### src/rtl/arp_scheduler.sv
`default_nettype none
// ============================================================================
// Module      : arp_scheduler
// Description : Time-shares one voice (pitch lookup plus oscillator) between
//               four note requesters. One requester owns each step. A step
//               lasts max(step_period,1) clk cycles. The gate is high while
//               the in-step cycle counter is below gate_len.
//
//               Ports
//                 clk          : system clock, rising edge
//                 rst          : synchronous active-high reset
//                 req          : request line per requester
//                 deg_bus      : scale degree per requester, i at [i*DEG_W +: DEG_W]
//                 step_period  : step length in clk cycles (0 behaves as 1)
//                 gate_len     : gate-high length in clk cycles
//                 scale_degree : degree latched for the current step
//                 gate         : note gate
//                 step_strobe  : one-cycle pulse in the first cycle of a step
//                 active_idx   : requester served in the current step
//                 busy         : high while a step is in progress
//
//               Build option
//                 ARP_UPDOWN_EN : when defined, selection runs in ping-pong
//                                 order (0,1,2,3,2,1,0,1,...). When undefined,
//                                 selection is plain round-robin.
// Revision    : 1.0 - initial release
// ============================================================================
module arp_scheduler #(
    parameter int CNT_W = 20,
    parameter int DEG_W = 4
) (
    input  logic                 clk,
    input  logic                 rst,
    input  logic [3:0]           req,
    input  logic [4*DEG_W-1:0]   deg_bus,
    input  logic [CNT_W-1:0]     step_period,
    input  logic [CNT_W-1:0]     gate_len,
    output logic [DEG_W-1:0]     scale_degree,
    output logic                 gate,
    output logic                 step_strobe,
    output logic [1:0]           active_idx,
    output logic                 busy
);

    // ------------------------------------------------------------------------
    // Constants
    // ------------------------------------------------------------------------
    localparam logic [1:0]       c_IDLE     = 2'd0;
    localparam logic [1:0]       c_GATE_ON  = 2'd1;
    localparam logic [1:0]       c_GATE_OFF = 2'd2;
    localparam logic [CNT_W-1:0] c_ONE      = CNT_W'(1);

    // ------------------------------------------------------------------------
    // State
    // ------------------------------------------------------------------------
    logic [1:0]       state_q,  state_d;
    logic [CNT_W-1:0] c_q,      c_d;
    logic             gate_q,   gate_d;
    logic             strobe_q, strobe_d;
    logic             busy_q,   busy_d;
    logic [DEG_W-1:0] deg_q,    deg_d;
    logic [1:0]       idx_q,    idx_d;
    // last_idx is kept apart from active_idx because the two reset to
    // different values: 0 on the output, 3 internally. With last_idx at 3,
    // the first round-robin scan begins at bit 0.
    logic [1:0]       last_q,   last_d;

`ifdef ARP_UPDOWN_EN
    logic             dir_up_q, dir_up_d;   // 1 = scanning upward
    logic             fresh_q,  fresh_d;    // no selection since reset
`endif

    // ------------------------------------------------------------------------
    // Requester selection
    // ------------------------------------------------------------------------
    logic [1:0] w_sel_idx;

`ifdef ARP_UPDOWN_EN
    logic [1:0] w_low_idx;
    logic       w_up_found;
    logic [1:0] w_up_idx;
    logic       w_dn_found;
    logic [1:0] w_dn_idx;
    logic       w_dir_nxt;

    always_comb begin : p_scan
        w_low_idx  = 2'd0;
        w_up_found = 1'b0;
        w_up_idx   = 2'd0;
        w_dn_found = 1'b0;
        w_dn_idx   = 2'd0;
        // A descending loop leaves the lowest qualifying index in place.
        for (int j = 3; j >= 0; j--) begin
            if (req[j]) begin
                w_low_idx = 2'(j);
            end
            if (req[j] && (2'(j) > last_q)) begin
                w_up_found = 1'b1;
                w_up_idx   = 2'(j);
            end
        end
        // An ascending loop leaves the highest index below last_idx.
        for (int j = 0; j <= 3; j++) begin
            if (req[j] && (2'(j) < last_q)) begin
                w_dn_found = 1'b1;
                w_dn_idx   = 2'(j);
            end
        end
    end

    always_comb begin : p_sel_pingpong
        w_sel_idx = last_q;
        w_dir_nxt = dir_up_q;
        if (fresh_q) begin
            // First pick after reset takes the lowest set bit.
            w_sel_idx = w_low_idx;
        end else if (dir_up_q) begin
            if (w_up_found) begin
                w_sel_idx = w_up_idx;
            end else if (w_dn_found) begin
                w_sel_idx = w_dn_idx;
                w_dir_nxt = 1'b0;
            end
        end else begin
            if (w_dn_found) begin
                w_sel_idx = w_dn_idx;
            end else if (w_up_found) begin
                w_sel_idx = w_up_idx;
                w_dir_nxt = 1'b1;
            end
        end
        // If neither direction finds a bit, last_idx is the only one set
        // and it is served again (the default above).
    end
`else
    always_comb begin : p_sel_rr
        w_sel_idx = last_q;
        // Candidates are last+1 .. last+4, where last+4 wraps to last itself.
        // A descending loop lets the nearest candidate win.
        for (int k = 4; k >= 1; k--) begin
            if (req[last_q + 2'(k)]) begin
                w_sel_idx = last_q + 2'(k);
            end
        end
    end
`endif

    // ------------------------------------------------------------------------
    // Step timing
    // ------------------------------------------------------------------------
    logic [CNT_W-1:0] w_sp_eff;
    logic             w_step_end;
    logic [CNT_W:0]   w_c_inc;
    logic             w_any_req;
    logic             w_start;

    assign w_sp_eff  = (step_period == '0) ? c_ONE : step_period;
    // ">=" lets a step end promptly when step_period is cut mid-step below
    // the current count.
    assign w_step_end = (c_q >= (w_sp_eff - c_ONE));
    assign w_c_inc    = {1'b0, c_q} + {1'b0, c_ONE};
    assign w_any_req  = (req != 4'b0000);
    assign w_start    = w_any_req && ((state_q == c_IDLE) || w_step_end);

    // ------------------------------------------------------------------------
    // Next-state logic
    // ------------------------------------------------------------------------
    always_comb begin : p_next
        state_d  = state_q;
        c_d      = c_q;
        gate_d   = gate_q;
        strobe_d = 1'b0;
        busy_d   = busy_q;
        deg_d    = deg_q;
        idx_d    = idx_q;
        last_d   = last_q;
`ifdef ARP_UPDOWN_EN
        dir_up_d = dir_up_q;
        fresh_d  = fresh_q;
`endif

        case (state_q)
            c_IDLE: begin
                c_d    = '0;
                gate_d = 1'b0;
                busy_d = 1'b0;
            end
            c_GATE_ON, c_GATE_OFF: begin
                if (w_step_end) begin
                    // A waiting request overrides this below with a new step.
                    state_d = c_IDLE;
                    c_d     = '0;
                    gate_d  = 1'b0;
                    busy_d  = 1'b0;
                end else begin
                    c_d     = w_c_inc[CNT_W-1:0];
                    // Gate is registered, so it is computed for the next count.
                    gate_d  = (w_c_inc < {1'b0, gate_len});
                    state_d = gate_d ? c_GATE_ON : c_GATE_OFF;
                end
            end
            default: begin
                state_d = c_IDLE;
                c_d     = '0;
                gate_d  = 1'b0;
                busy_d  = 1'b0;
            end
        endcase

        // Start a step. This covers the first step after IDLE and also a
        // gap-free follow-on step at the end of the current one.
        if (w_start) begin
            state_d  = c_GATE_ON;
            c_d      = '0;
            gate_d   = (gate_len != '0);
            strobe_d = 1'b1;
            busy_d   = 1'b1;
            idx_d    = w_sel_idx;
            last_d   = w_sel_idx;
            deg_d    = deg_bus[int'(w_sel_idx)*DEG_W +: DEG_W];
`ifdef ARP_UPDOWN_EN
            dir_up_d = fresh_q ? 1'b1 : w_dir_nxt;
            fresh_d  = 1'b0;
`endif
        end
    end

    // ------------------------------------------------------------------------
    // Registers
    // ------------------------------------------------------------------------
    always_ff @(posedge clk) begin : p_regs
        if (rst) begin
            state_q  <= c_IDLE;
            c_q      <= '0;
            gate_q   <= 1'b0;
            strobe_q <= 1'b0;
            busy_q   <= 1'b0;
            deg_q    <= '0;
            idx_q    <= 2'd0;
            last_q   <= 2'd3;
`ifdef ARP_UPDOWN_EN
            dir_up_q <= 1'b1;
            fresh_q  <= 1'b1;
`endif
        end else begin
            state_q  <= state_d;
            c_q      <= c_d;
            gate_q   <= gate_d;
            strobe_q <= strobe_d;
            busy_q   <= busy_d;
            deg_q    <= deg_d;
            idx_q    <= idx_d;
            last_q   <= last_d;
`ifdef ARP_UPDOWN_EN
            dir_up_q <= dir_up_d;
            fresh_q  <= fresh_d;
`endif
        end
    end

    // ------------------------------------------------------------------------
    // Outputs
    // ------------------------------------------------------------------------
    assign scale_degree = deg_q;
    assign gate         = gate_q;
    assign step_strobe  = strobe_q;
    assign active_idx   = idx_q;
    assign busy         = busy_q;

endmodule
`default_nettype wire

### config.mk
export PLATFORM = sky130hd
export DESIGN_NAME = arp_scheduler
export DESIGN_NICKNAME = d
export VERILOG_FILES = /design/src/rtl/arp_scheduler.sv
export SDC_FILE = /design/constraint.sdc
export NUM_CORES = 1
export LEC_CHECK = 0
export ABC_AREA = 1
export BUFFER_PORTS_ARGS = -buffer_cell sky130_fd_sc_hd__buf_2
export CAP_MARGIN = 15
export CORE_MARGIN = 2
export CORE_UTILIZATION = 50
export DETAILED_ROUTE_END_ITERATION = 12
export GPL_TIMING_DRIVEN = 0
export HOLD_SLACK_MARGIN = 0.1
export PLACE_DENSITY = 0.77
export SYNTH_ARGS = -nofsm -noshare
export SYNTH_HDL_FRONTEND = slang
export SYNTH_SLANG_ARGS = --single-unit
### constraint.sdc
create_clock -name clk -period 3.5 [get_ports clk]
set_input_delay 0.7 -clock clk [delete_from_list [all_inputs] [get_ports clk]]
set_output_delay 0.7 -clock clk [all_outputs]
set_load 0.02 [all_outputs]
Yosys cells after proc, flatten, opt, wreduce, memory -nomap -nowiden
Cells that the tools add are included.
W data, S select, Z words.
- flip-flop bits (word level): 33
- bits in latches: 0
- bits in writable memories: 0
- bits in read-only memories: 0
- input bits: 62
- output and inout port bits: 9
- logic and storage cells: 55
- memories kept: 0
- add/sub/neg operators: 5
- $mul: 0
- div/mod/pow operators: 0
- magnitude comparators: 5
- eq/ne operators: 4
- shift operators: 1
- multiplexer cells: 21
- bitwise logic cells: 1
- reductions and logical operators: 9
- operators with widths (operator ; number):
    $add A20 B1 Y21 const B ; 1
    $lt A21 B20 Y1 ; 1
    $ge A20 B20 Y1 ; 1
    $logic_not A20 Y1 ; 1
    $mux W20 ; 1
    $reduce_bool A20 Y1 ; 1
    $sub A20 B1 Y20 const B ; 1
    $shiftx A16 B5 Y4 ; 1
    $mux W1 ; 11
    $mux W2 ; 5
    $lt A2 B3 Y1 const B ; 3
    $bmux W1 S2 ; 3
    $add A2 B2 Y2 const B ; 2
    $pmux W2 S2 ; 1
    $reduce_bool A4 Y1 ; 1
    $reduce_or A2 Y1 ; 2
    $reduce_or A4 Y1 ; 1
    $ne A3 B3 Y1 const B ; 1
    $add A2 B1 Y2 const B ; 1
    $eq A2 B1 Y1 const B ; 1
    $eq A2 B2 Y1 const B ; 1
    $logic_not A2 Y1 ; 1
    $ne A2 B2 Y1 const B ; 1
    $logic_and A1 B1 Y1 ; 1
    2 further kinds ; 2

Logic depth before layout (Yosys ltp)
- depth after elaboration: 7
- gate-level depth with buffers: 27
- depth with buffers taken out: 27

Worst setup path before layout
OpenSTA, ideal clock, no wires.
- path type: input to register
- from: input step_period[9]
- to: register last_q[1]
- setup time: 0.124 ns
- arrival time: 3.507 ns
- data required time: 3.376 ns
- slack: -0.131 ns
- stages on the path: 27
- path buffers: 1
- path through: inv_1 nand2_1 nor3_1 nand4_1 nand2_1 inv_1 ha_1 nand2_1 nor3_2 nand3_1 inv_1 nand2_1 nor3_1 xor2_1 inv_1 ha_1 nand2_1 nor2_1 nor2b_2 nand2_1 nor2_1 nand2_1 nand3_1 nand2_2 buf_4 nand2_1 nand3_1
- cells in the longest elaborated chain, start to end: 6
- ends and longest elaborated chain (item ; line ; RTL):
    from (decl) ; 36 ; input logic [CNT_W-1:0] step_period,
    $logic_not A20 Y1 ; 157 ; assign w_sp_eff = (step_period == '0) ? c_ONE : step_period;
    $mux W20 * ; 157 ;
    $sub A20 B1 Y20 * ; 160 ; assign w_step_end = (c_q >= (w_sp_eff - c_ONE));
    $ge A20 B20 Y1 * ; 160 ;
    $logic_or A1 B1 Y1 * ; 163 ; assign w_start = w_any_req && ((state_q == c_IDLE) || w_step_end);
    $logic_and A1 B1 Y1 * ; 163 ;
    to (signal assigned) ; 253 ; last_q <= last_d;
    to (decl) ; 66 ; logic [1:0] last_q, last_d;
Mark *: on every way between the ends. The rest lies on a longest branch, timed or not.
A chain may end at the register's enable or synchronous reset.

Final worst setup path
- from: input step_period[15]
- to: register c_q[2]
- cells in the longest elaborated chain, start to end: 7
- ends and longest elaborated chain (item ; line ; RTL):
    $logic_not A20 Y1 ; 157 ;
    $mux W20 * ; 157 ;
    $sub A20 B1 Y20 * ; 160 ;
    $ge A20 B20 Y1 * ; 160 ;
    $logic_or A1 B1 Y1 ; 163 ;
    $logic_and A1 B1 Y1 ; 163 ;
    $reduce_or A4 Y1 (no source line) * ; n/a ;
    to (signal assigned) ; 234 ; c_q <= '0;
    to (signal assigned) ; 247 ; c_q <= c_d;
    to (decl) ; 57 ; logic [CNT_W-1:0] c_q, c_d;
Marked as above.

==> results by group <==
Run status
  – Status: complete, but fails checks
  – Failing checks: setup timing

Clocking
  – Reg clk slew, reported paths: 0.07 ns
  – CTS hold repair buffers: 0
  – Bufs on Longest Clock Path: 2
  – TritonCTS buffer count: 5
  – Clk_lat worst skew: 0.29 ns
  – Root Buffer: clkbuf_8
  – CTS Sinks: 33
  – TritonCTS clock tree: yes
  – H-tree depth: 2

Setup path
  – Type of origin of the critical path: input port
  – Crit-path max FO: 5
  – Critical Path RT: 3.72 ns
  – Worst EP arrival: 3.77 ns
  – Reg2Reg Depth: 17
  – Worst reg2reg endpoint: state_q[0]
  – Reg2reg start: c_q[0]
  – Critical path class: input port to flip-flop
  – Crit path capture type: flip-flop
  – R2R setup slack: 0.44 ns

Global route
  – Vias in the first global route: 3390
  – Largest net degree at the start of global routing: 11
  – All-Layer GR Usage: 23.30%
  – Initial antenna violation count: 0
  – First-pass GRT wire length: 14090 µm
  – Total gr overflow: 0

Layout
  – Share of cells above drive strength 1: 29.59%
  – Layout Cells excl Fill: 709
  – Filler cells: 544
  – Antenna diodes: 0
  – Layout Nets: 735
  – Area Growth Syn to Fin: 35.75%

Floorplanning
  – Initial Utilization: 52.48%
  – Row count: 29
  – DIE AREA: 0.007414 mm²
  – Die Y-Extent: 86.11 µm
  – CORE AREA: 0.006422 mm²
  – Die X: 86.11 µm
  – I/O pin cnt: 71

STA
  – Setup ws final: -0.05704 ns
  – Post-route setup TNS: -0.9831 ns
  – Final Hold Viols: 0
  – Worst Tran Pin Value: 0.4020 ns
  – Max Slew Vio Count: 0
  – RSZ-0062 raised after global routing: true
  – Fmax: 0.2811 GHz
  – Worst Hold Slack: 0.4514 ns
  – Rel. slew slack: 72.99%
  – Setup violators final: 30
  – Tcrit/Tclk final: 101.6%
  – Minimum clock period: 3.557 ns
  – Worst Skew: 0.006928 ns

Logic synthesis
  – Yosys reg bits: 33
  – Synth cell types: 34
  – Synth top area cells: dfxtp_1 20%, ha_1 16%, nand2_1 14%, inv_1 13%, nor2_1 7.1%
  – Post-synthesis xor/xnor area fraction: 8.315%
  – Synth Flop Type: dfxtp_1
  – Most frequent cell after synthesis: nand2_1
  – Synthesis Warnings: 0
  – Asr flop ratio synth: 0%
  – EDFF count, synth: 0
  – Mapped Area: 0.003371 mm²
  – Post-synthesis cell count: 536
  – Top cells by count, synth: 128 x nand2_1, 113 x inv_1, 64 x nor2_1
  – Simple-Gate Fraction of Synth Area: 38.90%
  – Post-synth top area share: 19.60%
  – Main combinational cell family by area after synthesis: simple AND/OR/NAND/NOR gates
  – Post-synthesis adder-cell area fraction: 15.59%
  – Post-synthesis mux area share: 0%
  – Syn_area_per_cell: 6.289 µm²
  – Post-synthesis sequential area ratio: 19.60%
  – Yosys top cell by area: dfxtp_1
  – Syn Nets: 640
  – Compound-Gate Fraction of Synth Area: 3.675%

Drt
  – Vias per cell: 4.975
  – Wire length per cell: 12.32 µm
  – Total Routed Length: 8734 µm
  – First drt pass iteration count: 4
  – Detailed Route Iter0 Violations: 130
  – Residual DRC: 0
  – Total number of vias: 3527
  – Post-DRT Antenna Nets: 0

Pwr
  – Pleak: 0.002524 µW
  – Pwr/cell area: 383.0 mW/mm²
  – Peak VDD IR: 475.8 µV

Placed design
  – I/O Buffers: 70
  – Gp weighted congestion: 0.9106
  – Dpl cells: 683
  – Dpl hpwl: 6606 µm

Flow run
  – Max cap viols: 0

Worst hold path
  – HP Start: scale_degree[0]
  – Hold path depth: 2
  – Hold WC Path Type: flip-flop to flip-flop
  – Worst hold endpoint: scale_degree[0]
-- timing repair --
item                                    in CTS  in global routing
pin swaps                                    7                 37
resized for setup                           21                 76
cloned                                       1                  2
endpoints found under the setup margin      33                 33
setup buffers                                6                  9
hold endpoints to repair                     0                  0
-- through the flow --
stage	utilization, %	worst slack, ns	power [µW]	cell area [µm²]
finish	71.24	-0.05704	1753	4576
global route	71.24	-0.2962	1880	4576
CTS	65.19	-0.005243	1658	4187
detailed placement	61.43	-0.7486	1262	3945
global placement	61.43	-0.6413	1249	3945
floorplan	-	-0.03940	1061	3498
-- worst max-delay path, stage by stage --
cell,delay (ns)
buf_8,0.09
nor2_4,0.04
nand2_2,0.09
nor2_2,0.05
nand4_1,0.10
nand2_2,0.08
inv_4,0.07
ha_4,0.13
nand2_4,0.06
nor3_4,0.21
nand3_2,0.12
inv_2,0.10
nand2_4,0.06
nor3_4,0.17
xor2_1,0.15
inv_1,0.08
ha_4,0.22
nand2_4,0.07
nor2_4,0.04
nor2b_4,0.12
buf_4,0.13
a21oi_4,0.18
nand3_2,0.13
nor2_4,0.21
nand2_8,0.09
buf_8,0.15
nor3_2,0.10
-- routing by layer --
| layer | track usage [%] | part of all wire, % |
|---|---|---|
| met1 | 26.28 | 40 |
| met2 | 44.05 | 52 |
| met3 | 3.561 | 3.9 |
| met4 | 7.937 | 3.8 |
| met5 | 0 | 0 |
-- cells in the final DEF (no fill, tap or decap), drive strengths merged --
cell,synthesis,routed
nor4,4,4
nand3b,1,1
nand3,47,47
dfxtp,33,33
o21bai,2,2
o21ai,5,5
or2,2,2
xnor2,11,11
clkinv,1,1
nand2,136,136
nor3,9,9
clkbuf,0,9
nor3b,1,1
nor2,72,72
inv,115,115
a21o,2,2
nand4,14,14
ha,42,42
buf,4,90
xor2,21,21
bufinv,0,1
nor2b,1,1
a21oi,13,13
-- power by group --
| group | total, µW | internal, µW | leakage, µW | switching, µW |
|---|---|---|---|---|
| Sequential | 459 | 423 | 0.000269 | 35.4 |
| Clock | 377 | 232 | 0.0000585 | 144 |
| Combinational | 917 | 353 | 0.00220 | 564 |
| Total | 1750 | 1010 | 0.00252 | 744 |
-- sequential cells by signal, summed over array words and instances (netlist names) --
name	flops
active_idx	2
busy	1
c_q	20
gate	1
last_q	2
scale_degree	4
state_q	2
step_strobe	1
-- worst max-delay path by stage --
stage                               start         endpoint  slack, ns  cells after the start
after global placement    step_period[17]           c_q[9]      -0.64                     28
after CTS                  step_period[1]           c_q[5]     -0.005                     28
after detailed placement   step_period[4]           c_q[7]      -0.75                     28
final                     step_period[15]           c_q[2]      -0.06                     27
after floorplan           step_period[17]           c_q[9]      -0.04                     27
after global routing      step_period[15]  scale_degree[3]      -0.30                     28
-- kinds of logic (layout without fill, tap and decap cells) --
family                     count (synthesis)  in the layout
and+or+nand+nor                          287            287
adders and majority gates                 42             42
xor gates and xnor gates                  32             32
buffers and inverters                    120            216
DFF                                       33             33
AOI/OAI and AO/OA                         22             22
-- cell type report --
| type | count | area [µm²] | share of cell area (%) |
|---|---|---|---|
| Timing Repair Buffer | 88 | 635.6 | 13.89 |
| Clock buffer | 7 | 86.33 | 1.887 |
| Inverter | 116 | 442.9 | 9.680 |
| Clock inverter | 1 | 30.03 | 0.6563 |
| Tap cell | 77 | 96.34 | 2.106 |
| Buffer | 4 | 56.30 | 1.231 |
| Multi-Input combinational cell | 383 | 2567 | 56.11 |
| Sequential cell | 33 | 660.6 | 14.44 |
No activity file was read; power rests on OpenSTA's default activity.
